<file path="src/rtl/music_pkg.sv">
// Shared types for the music scheduler: the FSM state encoding and the
// fixed 4-entry song table that maps each requester to a start/stop range.
package music_pkg;

    localparam int NUM_SONGS = 4;
    localparam int SONG_W    = 2;
    localparam int ADDR_W    = 12;

    typedef enum logic [2:0] {
        ST_IDLE,
        ST_LOAD,
        ST_SETTLE,
        ST_PLAY,
        ST_ABORT
    } state_t;

    typedef struct packed {
        logic [ADDR_W-1:0] startAddr;
        logic [ADDR_W-1:0] stopAddr;
    } songEntry_t;

    function automatic songEntry_t songLookup(input logic [SONG_W-1:0] idx);
        songEntry_t e;
        case (idx)
            2'd0:    begin e.startAddr = 12'h000; e.stopAddr = 12'h0FF; end
            2'd1:    begin e.startAddr = 12'h100; e.stopAddr = 12'h2FF; end
            2'd2:    begin e.startAddr = 12'h300; e.stopAddr = 12'h47F; end
            default: begin e.startAddr = 12'h480; e.stopAddr = 12'h7FF; end
        endcase
        return e;
    endfunction

endpackage

</file>
<file path="src/rtl/music_arb.sv">
// Fixed-priority selector: the lowest-index pending requester wins.
import music_pkg::*;

module music_arb (
    input  logic [NUM_SONGS-1:0] pend_i,
    output logic [NUM_SONGS-1:0] grant_o,
    output logic [SONG_W-1:0]    idx_o
);

    // Scan from the top down so the lowest set index is the last one written.
    always_comb begin
        grant_o = '0;
        idx_o   = '0;
        for (int i = NUM_SONGS - 1; i >= 0; i--) begin
            if (pend_i[i]) begin
                grant_o    = '0;
                grant_o[i] = 1'b1;
                idx_o      = SONG_W'(i);
            end
        end
    end

endmodule

</file>
<file path="src/rtl/music_sched.sv">
// Music scheduler: latches song requests, loads the highest-priority one into
// the player, and aborts the current song for preempting or disable events.
import music_pkg::*;

module music_sched #(
    parameter int             SETTLE       = 2,
    parameter logic [3:0]     PREEMPT_MASK = 4'b0001
) (
    input  logic              Clock,
    input  logic              Reset,
    input  logic              enable,
    input  logic [3:0]        req,
    input  logic              music_idle,
    output logic              start,
    output logic [11:0]       start_addr,
    output logic [11:0]       stop_addr,
    output logic              interrupt,
    output logic [3:0]        ack,
    output logic              busy,
    output logic [1:0]        cur_song
);

    localparam int CNT_W = (SETTLE < 2) ? 1 : $clog2(SETTLE + 1);

    state_t                 state_q, state_d;
    logic [NUM_SONGS-1:0]   pending_q, pending_d;
    logic [CNT_W-1:0]       settleCnt_q, settleCnt_d;
    logic [SONG_W-1:0]      curSong_q, curSong_d;
    logic [NUM_SONGS-1:0]   grant;
    logic [SONG_W-1:0]      selIdx;
    logic                   preempt;
    songEntry_t             entry;

    music_arb u_arb (
        .pend_i  (pending_q),
        .grant_o (grant),
        .idx_o   (selIdx)
    );

    // Only strictly higher-priority, preempt-capable requesters may abort a song.
    always_comb begin
        preempt = 1'b0;
        for (int j = 0; j < NUM_SONGS; j++) begin
            if (pending_q[j] && PREEMPT_MASK[j] && (SONG_W'(j) < curSong_q)) begin
                preempt = 1'b1;
            end
        end
    end

    always_comb begin
        state_d     = state_q;
        pending_d   = pending_q;
        settleCnt_d = settleCnt_q;
        curSong_d   = curSong_q;
        case (state_q)
            ST_IDLE: begin
                if (enable && ((pending_q | req) != '0)) state_d = ST_LOAD;
            end
            ST_LOAD: begin
                pending_d   = pending_q & ~grant;
                curSong_d   = selIdx;
                settleCnt_d = CNT_W'(SETTLE);
                state_d     = ST_SETTLE;
            end
            ST_SETTLE: begin
                settleCnt_d = settleCnt_q - CNT_W'(1);
                if (!enable || preempt)              state_d = ST_ABORT;
                else if (settleCnt_q <= CNT_W'(1))   state_d = ST_PLAY;
            end
            ST_PLAY: begin
                if (!enable || preempt)  state_d = ST_ABORT;
                else if (music_idle)     state_d = ST_IDLE;
            end
            ST_ABORT: begin
                state_d = (enable && (pending_q != '0)) ? ST_LOAD : ST_IDLE;
            end
            default: state_d = ST_IDLE;
        endcase
        // New requests are merged after the LOAD clear so a same-cycle req replays.
        if (enable) pending_d = pending_d | req;
        else        pending_d = '0;
    end

    always_ff @(posedge Clock or negedge Reset) begin
        if (!Reset) begin
            state_q     <= ST_IDLE;
            pending_q   <= '0;
            settleCnt_q <= '0;
            curSong_q   <= '0;
        end else begin
            state_q     <= state_d;
            pending_q   <= pending_d;
            settleCnt_q <= settleCnt_d;
            curSong_q   <= curSong_d;
        end
    end

    always_comb begin
        entry      = songLookup(selIdx);
        start      = (state_q == ST_LOAD);
        interrupt  = (state_q == ST_ABORT);
        busy       = (state_q != ST_IDLE);
        start_addr = start ? entry.startAddr : '0;
        stop_addr  = start ? entry.stopAddr  : '0;
        ack        = start ? grant : '0;
        cur_song   = curSong_q;
    end

endmodule

</file>
<file path="config.mk">
export PLATFORM = sky130hd
export DESIGN_NAME = music_sched
export DESIGN_NICKNAME = d
export VERILOG_FILES = /design/src/rtl/music_pkg.sv /design/src/rtl/music_arb.sv /design/src/rtl/music_sched.sv
export SDC_FILE = /design/constraint.sdc
export NUM_CORES = 1
export LEC_CHECK = 0
export CORE_MARGIN = 10
export CORE_UTILIZATION = 40
export CTS_CLUSTER_DIAMETER = 30
export CTS_CLUSTER_SIZE = 40
export DETAILED_ROUTE_END_ITERATION = 6
export PLACE_DENSITY = 0.79
export RECOVER_POWER = 50
export REMOVE_ABC_BUFFERS = 1
export SLEW_MARGIN = 20
export SYNTH_ARGS = -nofsm -noshare
export SYNTH_HDL_FRONTEND = slang
export SYNTH_SLANG_ARGS = --single-unit
</file>
<file path="constraint.sdc">
create_clock -name Clock -period 2.2 [get_ports Clock]
set_input_delay 0.22 -clock Clock [delete_from_list [all_inputs] [get_ports Clock]]
set_output_delay 0.22 -clock Clock [all_outputs]
set_load 0.02 [all_outputs]
</file>
Word level (Yosys, flattened, before mapping)
Index checks and enable logic that the tools add are counted.
Storage, ports and cells
  bits in registers: 11
  input port bits: 8
  output and inout bits: 33
  logic and storage cells: 55
Operators by class
  add/subtract/negate cells: 1
  $lt $le $gt $ge: 2
  equal/unequal tests: 9
  mux-type cells: 23
  bitwise operators: 4
  reduce and logical (&&, ||, !) cells: 12
Operator list (count)
  23-bit case mux with 3 select lines: 1
  4-bit 2-to-1 mux: 7
  12-bit 2-to-1 mux: 2
  3-bit 2-to-1 mux: 5
  3-bit case mux with 5 select lines: 1
  2-bit 2-to-1 mux: 4
  4-bit bitwise OR: 2
  4-bit nonzero test: 2
  3-bit by 2-bit equality test with 1-bit output, second input constant: 2
  3-bit != test, second input constant: 2
  4-bit bitwise AND: 1
  4-bit NOT: 1
  2-bit case mux with 2 select lines: 1
  3-bit by 1-bit equality test with 1-bit output, second input constant: 1
  3-bit equality test, second input constant: 1
  1-bit logical AND: 3
  3-bit logical NOT: 1
  3-bit AND reduction: 1
  3-bit nonzero test: 1
  2-bit by 1-bit equality test with 1-bit output, second input constant: 1
  2-bit equality test, second input constant: 1
  2-bit by 1-bit less-or-equal comparator with 1-bit output, second input constant: 1
  2-bit logical NOT: 1
  1-bit by 2-bit < comparator with 1-bit output, first input constant: 1
  other kinds (6): 7

Depth between registers and ports, before layout
Gate-level depths: netlist of the first run.
  word-level depth: 9
  mapped depth: 7
  depth with buffers taken out: 6

Modules after synthesis
A second synthesis of the first run with hierarchy kept.
Unflattened totals
  cells, all modules: 102
  area total of the unflattened synthesis: 909.6 um2
By module, submodules not included
  music_sched: instances 1, cells each 93, area each 849.6 um2, sequential area each 275.3 um2
  music_arb: instances 1, cells each 9, area each 60.1 um2, sequential area each 0.0 um2

Least setup slack after synthesis of the first run
Ideal clock, no wire load.
  path type: register to output
  start point: register state_q[2]
  end point: output port stop_addr[10]
  arrival time: 1.663 ns
  required time: 1.980 ns
  slack: 0.317 ns
  stages on the path, launching flop included: 7
  buffers on the path: 1
  cell sequence: dfrtp_1 -> buf_4 -> nor2_1 -> nand2_2 -> clkinv_1 -> and2_1 -> or2_1
Between the ends
  longest elaborated chain between the ends: 2
Ends and longest elaborated chain
  from (decl): RTL line music_sched.sv:25  | state_t state_q, state_d;
  from (signal assigned): RTL line music_sched.sv:91  | state_q <= state_d;
  3-bit by 1-bit equality test with 1-bit output: RTL line music_sched.sv:100  | start = (state_q == ST_LOAD);
  via start: RTL line music_sched.sv:14  | output logic start,
  12-bit 2-to-1 mux: RTL line music_sched.sv:104  | stop_addr = start ? entry.stopAddr : '0;
  to (decl): RTL line music_sched.sv:16  | output logic [11:0] stop_addr,
The timed path passes the listed nets, and every way through them passes these cells.

Worst setup path after layout of the first run
  start point: register pending_q[0]
  end point: output port stop_addr[9]
Between the ends
  longest elaborated chain between the ends: 4
  elaborated cells on any way between the ends: 6
  those cells by class: 2 x eq/ne; 3 x mux; 1 x reduce/logical
Ends and longest elaborated chain
  from (decl): RTL line music_sched.sv:26  | logic [NUM_SONGS-1:0] pending_q, pending_d;
  from (signal assigned): RTL line music_sched.sv:92  | pending_q <= pending_d;
  2-bit 2-to-1 mux (*): RTL line music_arb.sv:15  | if (pend_i[i]) begin
  2-bit equality test, or another cell as far along: RTL line music_pkg.sv:24  | case (idx)
  23-bit case mux with 3 select lines (*): RTL line music_pkg.sv:24
  12-bit 2-to-1 mux (*): RTL line music_sched.sv:104
Mark *: on every way between the ends. The rest lies on a longest branch, timed or not.

==> results.sh, run 1 <==
export IMPL_switching_power_uw=575
export IMPL_busiest_layer="met2"
export IMPL_syn_inst=95
export IMPL_root_buffer="clkbuf_4"
export IMPL_placed_area_sq_um=1100
export IMPL_grt_pass1_wl_um=3110
export IMPL_worst_hold_path_type="in -> async"
export IMPL_place_congestion=0.767
export IMPL_fillerInstances=189
export IMPL_p_int_uw=708
export IMPL_drt_iter0_markers=21
export IMPL_grt_met3_usage=0.0407
export IMPL_setup_violations=0
export IMPL_cts_made_buffers=3
export IMPL_n_antenna_cell=0
export IMPL_finalNetCount=136
export IMPL_port_buffers=31
export IMPL_cp_start_kind="register"
export IMPL_ant_nets=0
export IMPL_async_reset_ff_frac=1.00
export IMPL_yosysMostFrequentCell="buf_4"
export IMPL_clk_pin_slew_ps=70
export IMPL_pwr_share_clk=0.105
export IMPL_skew_ps=3.03
export IMPL_synth_top_family_by_area="buffers and inverters"
export IMPL_synth_commonest_cells="19 x buf_4, 11 x dfrtp_1, 7 x a21oi_1, 7 x nor2_1"
export IMPL_row_count=16
export IMPL_place_hpwl_um=1620
export IMPL_fmax_mhz=484
export IMPL_start_util=0.425
export IMPL_grt_max_degree=13
export IMPL_slew_viol_final=0
export IMPL_fin_setup_tns_ps=0
export IMPL_p_leak_nw=0.555
export IMPL_drive_above_1_share=0.138
export IMPL_cts_tree="yes"
export IMPL_timing_hold_ws_ps=349
export IMPL_grtUsageMet1=0.0996
export IMPL_core_area_sq_um=1980
export IMPL_cp_max_fo=8
export IMPL_antenna_found_initial=0
export IMPL_grtUsageMet2=0.135
export IMPL_htreeDepth=1
export IMPL_num_io_pins=41
export IMPL_clk_latency_ps=270
export IMPL_ctsHoldBuffers=0
export IMPL_power_per_cell_area_nw_per_um2=1160
export IMPL_synthXorXnorAreaFrac=0
export IMPL_syn_avg_cell_area_sq_um=8.86
export IMPL_ys_ff_latch=11
export IMPL_grtUsageTotal=0.0874
export IMPL_ys_seq_area_frac=0.327
export IMPL_swShare=0.448
export IMPL_ys_flop_type="dfrtp_1"
export IMPL_grt_pass1_vias=734
export IMPL_vias=701
export IMPL_postRouteWirelength_um=1940
export IMPL_synthAdderAreaFrac=0.0594
export IMPL_yosys_warnings=0
export IMPL_synthSimpleGateAreaFrac=0.202
export IMPL_pwr_share_comb=0.635
export IMPL_die_h_um=65.9
export IMPL_drtPass1Iterations=4
export IMPL_clock_path_buffers=2
export IMPL_rsz0062_at_grt="no"
export IMPL_min_period_ps=2070
export IMPL_finalInstanceArea_sq_um=1110
export IMPL_cp_end_kind="output port"
export IMPL_synth_compound_area_frac=0.175
export IMPL_cp_data_required_time_ps=1980
export IMPL_yosys_cell_types_count=33
export IMPL_die_w_um=65.9
export IMPL_peakVddDrop_mv=0.676
export IMPL_drc=0
export IMPL_grt_ovfl_total=0
export IMPL_avgRoutedWirePerCell_um=13.0
export IMPL_cts_sinks=11
export IMPL_ys_top_cells_by_area="dfrtp_1 33%, buf_4 17%, ha_1 5.9%, o21a_1 4.5%, a21oi_1 4.2%"
export IMPL_status="complete, no violations"
export IMPL_cap_violations=0
export IMPL_viasPerCell=4.67
export IMPL_synth_area_sq_um=842
export IMPL_synth_edf_count=0
export IMPL_finalHoldViolCount=0
export IMPL_path_class="reg -> out"
export IMPL_yosysTopAreaCellShare=0.327
export IMPL_fin_crit_sh=0.940
export IMPL_area_growth_pct=31.5
export IMPL_synth_mux_area_frac=0.0134
export IMPL_seqPwrFrac=0.260
export IMPL_yosysTopAreaCell="dfrtp_1"
export IMPL_cp_arrival_ps=1850
export IMPL_die_area_sq_um=4340
==> layer usage <==
metal / wire (um) / up-vias
li1: - / 350
met1: 897 / 304
met2: 747 / 45
met3: 281 / 2
met4: 16 / 0
met5: 0 / -
==> final cells by class <==
cell class / instances / area, sq um / share of cell area
flip-flops and latches: 11 / 277 / 0.250
well taps: 27 / 33.8 / 0.0305
clock buffers: 4 / 26.3 / 0.0237
multi-input cells: 66 / 417 / 0.376
inverters: 5 / 18.8 / 0.0169
repair buffers: 37 / 335 / 0.303
==> state kept, by name, indices dropped and copies added, names as in the netlist <==
name / flops
pending_q: 4
state_q: 3
settleCnt_q: 2
cur_song: 2
==> power groups by stage <==
| stage | Clock, mW | Sequential [mW] | Combinational (mW) |
|---|---|---|---|
| 5_1_grt | 0.152 | 0.345 | 0.899 |
| 2_1_floorplan | 0 | 0.345 | 0.454 |
| 6_report | 0.135 | 0.334 | 0.814 |
| 3_3_place_gp | 0 | 0.331 | 0.840 |
| 4_1_cts | 0.143 | 0.331 | 0.836 |
| 3_5_place_dp | 0 | 0.334 | 0.851 |
==> stage by stage <==
step / utilization / total power, mW / setup slack, ps / instances
detailed placement: 0.553 / 1.19 / 69.1 / 146
global placement: 0.553 / 1.17 / 116 / 146
global route: 0.559 / 1.40 / 9.46 / 150
finish: 0.559 / 1.28 / 132 / 150
CTS: 0.560 / 1.31 / 0.794 / 150
floorplan: - / 0.799 / -877 / 82
==> cell families (layout without fill, tap and decap cells) <==
kind of cell	after synthesis	after routing
AND/OR/NAND/NOR	29	29
adder cells (fa/ha/maj)	4	4
multiplexers	1	1
other	1	9
AO/OA/AOI/OAI	23	23
flip-flops	11	11
buffers and inverters	26	46
==> critical path: stages, from the launching register on <==
cell	delay [ps]
dfrtp_1	440
o21bai_2	220
buf_4	140
nor2_1	140
clkdlybuf4s50_1	630
==> path summary, 6_finish.rpt <==
check | slack [ps] | cells past startpoint | from | endpoint
max | 130 | 4 | pending_q[0] | stop_addr[9]
min | 350 | 1 | Reset | settleCnt_q[1]
max reg2reg | 590 | 5 | pending_q[2] | state_q[0]
min reg2reg | 510 | 1 | cur_song[0] | cur_song[0]
max in group asynchronous | 1490 | 1 | Reset | state_q[0]
min in group Clock | 510 | 1 | cur_song[0] | cur_song[0]
==> timing repair <==
| item | 4_1_cts | 5_1_grt |
|---|---|---|
| resized for setup | 10 | 4 |
| endpoints found under the setup margin | 10 | 12 |
| setup buffers | 0 | 0 |
==> cell usage in the layout, fill, tap and decap left out, types with 4 or more instances in the layout <==
cell type        instances
clkdlybuf4s50_1         18
dfrtp_1                 10
conb_1                   9
dlygate4sd2_1            9
nor2_1                   7
a21oi_1                  7
o21a_1                   5
and2_1                   5
buf_4                    5
inv_1                    4
o21ai_0                  4
ha_1                     4
(Power assumes the default switching activity.)
==> run 2, diff against run 1 <==
CORE_MARGIN = 8   (was 10)
==> run 2 against run 1 <==
  * Final cell count stayed put
  * Via count up 4.0%
  * Global-route usage increased by 1.0 points
  * Count of clock-buffer cells in the layout unchanged
  * Power grew 1.1%
  * Fmax up 0.54%
  * Utilization rose by 1.0 points
  * Sequential cell count unchanged
  * Final area increased by 1.8%
  * Worst hold slack got worse by 7.9 ps
  * Critical path depth is the same
  * Critical endpoint is now ack[1]
  * Largest cell class unchanged
==> results.sh, run 2 (synthesized netlist as in run 1, its figures left out) <==
export IMPL_grtUsageTotal=0.0976
export IMPL_clock_path_buffers=2
export IMPL_root_buffer="clkbuf_4"
export IMPL_largest_reg_flops=4
export IMPL_viasPerCell=4.86
export IMPL_post_cts_setup_buffers=0
export IMPL_cp_start_kind="register"
export IMPL_cap_violations=0
export IMPL_grt_ovfl_total=0
export IMPL_fillerInstances=200
export IMPL_drt_iter0_markers=7
export IMPL_path_cells="nor2_1 > nand2_2 > nor3b_1 > clkdlybuf4s50_1"
export IMPL_final_util=0.569
export IMPL_port_buffers=31
export IMPL_cp_end_kind="output port"
export IMPL_num_io_pins=41
export IMPL_htreeDepth=1
export IMPL_worst_hold_path_type="in -> async"
export IMPL_ant_nets=0
export IMPL_layout_common_cells="17 x clkdlybuf4s50_1, 10 x dfrtp_1, 9 x conb_1"
export IMPL_avgRoutedWirePerCell_um=12.8
export IMPL_fmax_mhz=486
export IMPL_fin_crit_sh=0.935
export IMPL_drc=0
export IMPL_cts_tree="yes"
export IMPL_drive_above_1_share=0.130
export IMPL_ctsHoldBuffers=0
export IMPL_area_growth_pct=33.9
export IMPL_slew_viol_final=0
export IMPL_row_count=16
export IMPL_power_per_cell_area_nw_per_um2=1150
export IMPL_core_area_sq_um=1980
export IMPL_place_hpwl_um=1550
export IMPL_skew_ps=3.71
export IMPL_die_h_um=61.9
export IMPL_grt_pass1_wl_um=2770
export IMPL_crit_start="state_q[1]"
export IMPL_cts_sinks=11
export IMPL_vias=729
export IMPL_cp_data_required_time_ps=1980
export IMPL_grt_pass1_vias=645
export IMPL_clk_pin_slew_ps=70
export IMPL_peakVddDrop_mv=0.799
export IMPL_slowest_delay_ps=660
export IMPL_place_congestion=0.799
export IMPL_drtPass1Iterations=4
export IMPL_rsz0062_at_grt="no"
export IMPL_path_class="reg -> out"
export IMPL_timing_hold_ws_ps=341
export IMPL_cp_max_fo=7
export IMPL_setup_violations=0
export IMPL_die_area_sq_um=3830
export IMPL_antenna_found_initial=0
export IMPL_start_util=0.425
export IMPL_grt_max_degree=15
export IMPL_status="complete, no violations"
export IMPL_regMostFlops="pending_q"
export IMPL_n_antenna_cell=0
export IMPL_postRouteWirelength_um=1930
export IMPL_clk_latency_ps=270
export IMPL_finalHoldViolCount=0
export IMPL_postCtsResizedCells=9
export IMPL_final_common_cell="clkdlybuf4s50_1"
export IMPL_finalNetCount=136
export IMPL_die_w_um=61.9
export IMPL_top_regs="pending_q: 4 flops, state_q: 3 flops"
export IMPL_cp_slowest_cell="clkdlybuf4s50_1"
export IMPL_cts_made_buffers=3
export IMPL_cp_arrival_ps=1840
export IMPL_p_leak_nw=0.613
export IMPL_r2r_start="pending_q[2]"
export IMPL_min_period_ps=2060
-- run 2: cell count changes in the layout (fill, tap and decap cells not counted), sizes merged --
cell           change
clkdlybuf4s50      -1
dlygate4sd2        -3
dlymetal6s2s       +4
-- run 2: per-layer routing --
metal  vias up  GRT usage  part of all wire  wire length (um)
li1        353          -                 -                 -
met1       334      0.103              0.41               784
met2        38      0.164              0.44               838
met3         4     0.0391              0.15               282
met4         0     0.0487             0.011                21
met5         -          0                 0                 0
-- run 2: area by class of cell --
| type | instances | area, sq um | share of cell area |
|---|---|---|---|
| Clock buffer | 4 | 26.3 | 0.0233 |
| Tap cell | 27 | 33.8 | 0.0300 |
| Inverter | 5 | 18.8 | 0.0166 |
| Multi-Input combinational cell | 66 | 423 | 0.375 |
| Timing Repair Buffer | 37 | 349 | 0.310 |
| Sequential cell | 11 | 277 | 0.245 |
-- run 2: stage by stage --
step / instances / instance area [sq um] / TNS [ps] / total power, mW / setup WS [ps]
floorplan: 82 / 707 / -4470 / 0.799 / -877
detailed placement: 146 / 1100 / 0 / 1.19 / 77.3
CTS: 150 / 1120 / 0 / 1.32 / 4.20
global route: 150 / 1130 / 0 / 1.40 / 6.00
finish: 150 / 1130 / 0 / 1.30 / 143
global placement: 146 / 1100 / 0 / 1.17 / 114
-- run 2: path summary, 6_finish.rpt --
check                      slack, ps          end  cells after the start
setup / recovery                 140       ack[1]                      4
hold / removal                   340   state_q[1]                      1
setup reg to reg                 580   state_q[0]                      5
hold reg to reg                  510  cur_song[0]                      1
max in group asynchronous       1500   state_q[0]                      1
min in group Clock               510  cur_song[0]                      1
-- run 2: power breakdown --
part	switching, mW	internal, mW	total [mW]
Combinational	0.445	0.378	0.823
Clock	0.0668	0.0703	0.137
Sequential	0.0688	0.268	0.336
Total	0.581	0.715	1.30
-- run 2: critical path: cells and delay by family, from the launching register on --
family / cells / cell delay, ps
simple gates: 3 / 480
buf+inv: 1 / 660
flops: 1 / 420
==> run 3, diff against run 2 <==
CORE_UTILIZATION = 35   (was 40)
PLACE_DENSITY = 0.71   (was 0.79)
==> run 3 against run 2 <==
  * Clock skew down 1.9 ps
  * Sequential power down 1%
  * Final cell count up 1.3%
  * Utilization down 7.2 points
  * Clock power about the same
  * Critical path type unchanged
  * Highest routed layer unchanged
==> results.sh, run 3 (synthesized netlist as in run 1, its figures left out) <==
export IMPL_status="complete, no violations"
export IMPL_grt_pass1_vias=729
export IMPL_drive_above_1_share=0.145
export IMPL_cp_arrival_ps=1880
export IMPL_grt_met3_usage=0.0378
export IMPL_slew_viol_final=0
export IMPL_layoutNonFillerInstCount=152
export IMPL_ctsHoldBuffers=0
export IMPL_grtUsageTotal=0.0901
export IMPL_critPathTopFamily="buffers and inverters"
export IMPL_start_util=0.373
export IMPL_regMostFlops="pending_q"
export IMPL_placed_cells=148
export IMPL_antenna_found_initial=0
export IMPL_ant_nets=0
export IMPL_timing_rr_end="state_q[0]"
export IMPL_worst_hold_path_type="in -> async"
export IMPL_n_antenna_cell=0
export IMPL_path_cells="and2b_2 > o21bai_2 > buf_4 > nor2_1 > clkdlybuf4s50_1"
export IMPL_htreeDepth=1
export IMPL_multi_input_area_sq_um=417
export IMPL_slowest_delay_ps=630
export IMPL_placed_area_sq_um=1100
export IMPL_fin_crit_sh=0.952
export IMPL_finalInstanceArea_sq_um=1120
export IMPL_clk_pin_slew_ps=70
export IMPL_drtPass1Iterations=4
export IMPL_path_class="reg -> out"
export IMPL_fillerInstances=241
export IMPL_root_buffer="clkbuf_4"
export IMPL_port_buffers=31
export IMPL_report_power_total_mw=1.29
export IMPL_grt_ovfl_total=0
export IMPL_grtUsageMet1=0.108
export IMPL_p_leak_nw=0.571
export IMPL_row_count=17
export IMPL_cts_tree="yes"
export IMPL_final_common_cell="clkdlybuf4s50_1"
export IMPL_fmax_mhz=477
export IMPL_viasPerCell=4.76
export IMPL_finalHoldViolCount=0
export IMPL_grtUsageMet2=0.142
export IMPL_cp_slowest_cell="clkdlybuf4s50_1"
export IMPL_postRouteWirelength_um=1950
export IMPL_place_hpwl_um=1650
export IMPL_cp_max_fo=3
export IMPL_top_regs="pending_q: 4 flops, state_q: 3 flops"
export IMPL_grt_pass1_wl_um=3170
export IMPL_peakVddDrop_mv=0.660
export IMPL_cp_start_kind="register"
export IMPL_busiest_layer="met2"
export IMPL_cts_sinks=11
export IMPL_r2r_setup_slack_ps=560
export IMPL_min_period_ps=2100
export IMPL_skew_ps=1.85
export IMPL_rsz0062_at_grt="no"
export IMPL_power_per_cell_area_nw_per_um2=1150
export IMPL_crit_start="pending_q[2]"
export IMPL_die_h_um=65.1
export IMPL_drc=0
export IMPL_clock_path_buffers=2
export IMPL_cp_depth=5
export IMPL_core_area_sq_um=2250
export IMPL_post_cts_setup_buffers=0
export IMPL_regArea_sq_um=277
export IMPL_cp_endpoint="stop_addr[9]"
export IMPL_area_growth_pct=33.0
export IMPL_reg2regPathDepth=5
export IMPL_grt_max_degree=15
export IMPL_vias=723
export IMPL_place_congestion=0.855
export IMPL_die_w_um=65.1
export IMPL_drt_iter0_markers=23
export IMPL_critPathBufInv=2
export IMPL_postCtsResizedCells=10
export IMPL_clk_latency_ps=270
export IMPL_layout_common_cells="19 x clkdlybuf4s50_1, 10 x dfrtp_1, 9 x conb_1"
export IMPL_largest_reg_flops=4
export IMPL_cts_made_buffers=3
export IMPL_cp_end_kind="output port"
export IMPL_die_area_sq_um=4230
export IMPL_finalNetCount=137
export IMPL_r2r_start="pending_q[2]"
export IMPL_final_util=0.497
export IMPL_setup_violations=0
export IMPL_num_io_pins=41
export IMPL_fin_setup_tns_ps=0
export IMPL_cp_data_required_time_ps=1980
export IMPL_cap_violations=0
export IMPL_avgRoutedWirePerCell_um=12.8
## run 3: where the power goes
part / switching, mW / internal (mW) / total [mW] / leakage (nW)
clock: 0.0652 / 0.0702 / 0.135 / 0.0150
combinational: 0.448 / 0.377 / 0.825 / 0.421
sequential: 0.0642 / 0.268 / 0.332 / 0.136
## run 3: worst min path at each step
stage | end | slack [ps] | cells after the start
after floorplan | cur_song[0] | -80 | 0
after global placement | cur_song[0] | 490 | 1
after detailed placement | settleCnt_q[1] | 510 | 1
after global routing | settleCnt_q[0] | 380 | 1
final | state_q[2] | 350 | 1
after CTS | settleCnt_q[0] | 290 | 1
## run 3: metal layers
layer,routed length [um],up-vias
li1,-,352
met2,791,40
met1,870,329
met5,0,-
met4,17,0
met3,273,2
## run 3: layout make-up
class	instances	area share
flip-flops and latches	11	0.247
well taps	28	0.0313
inverters	5	0.0168
clock buffers	4	0.0235
multi-input cells	66	0.372
repair buffers	38	0.309
## run 3: worst reg2reg max path, stage by stage (launching register included)
cell	delay, ps
dfrtp_1	380
buf_4	150
or4_4	540
a31oi_1	190
a21oi_1	50
o22a_1	220
## run 3: stage by stage
step	setup WS, ps	hold slack (ps)
after floorplan	-877	-75.6
after global placement	107	495
after detailed placement	65.1	507
after CTS	4.16	293
after global routing	2.03	384
final	105	346
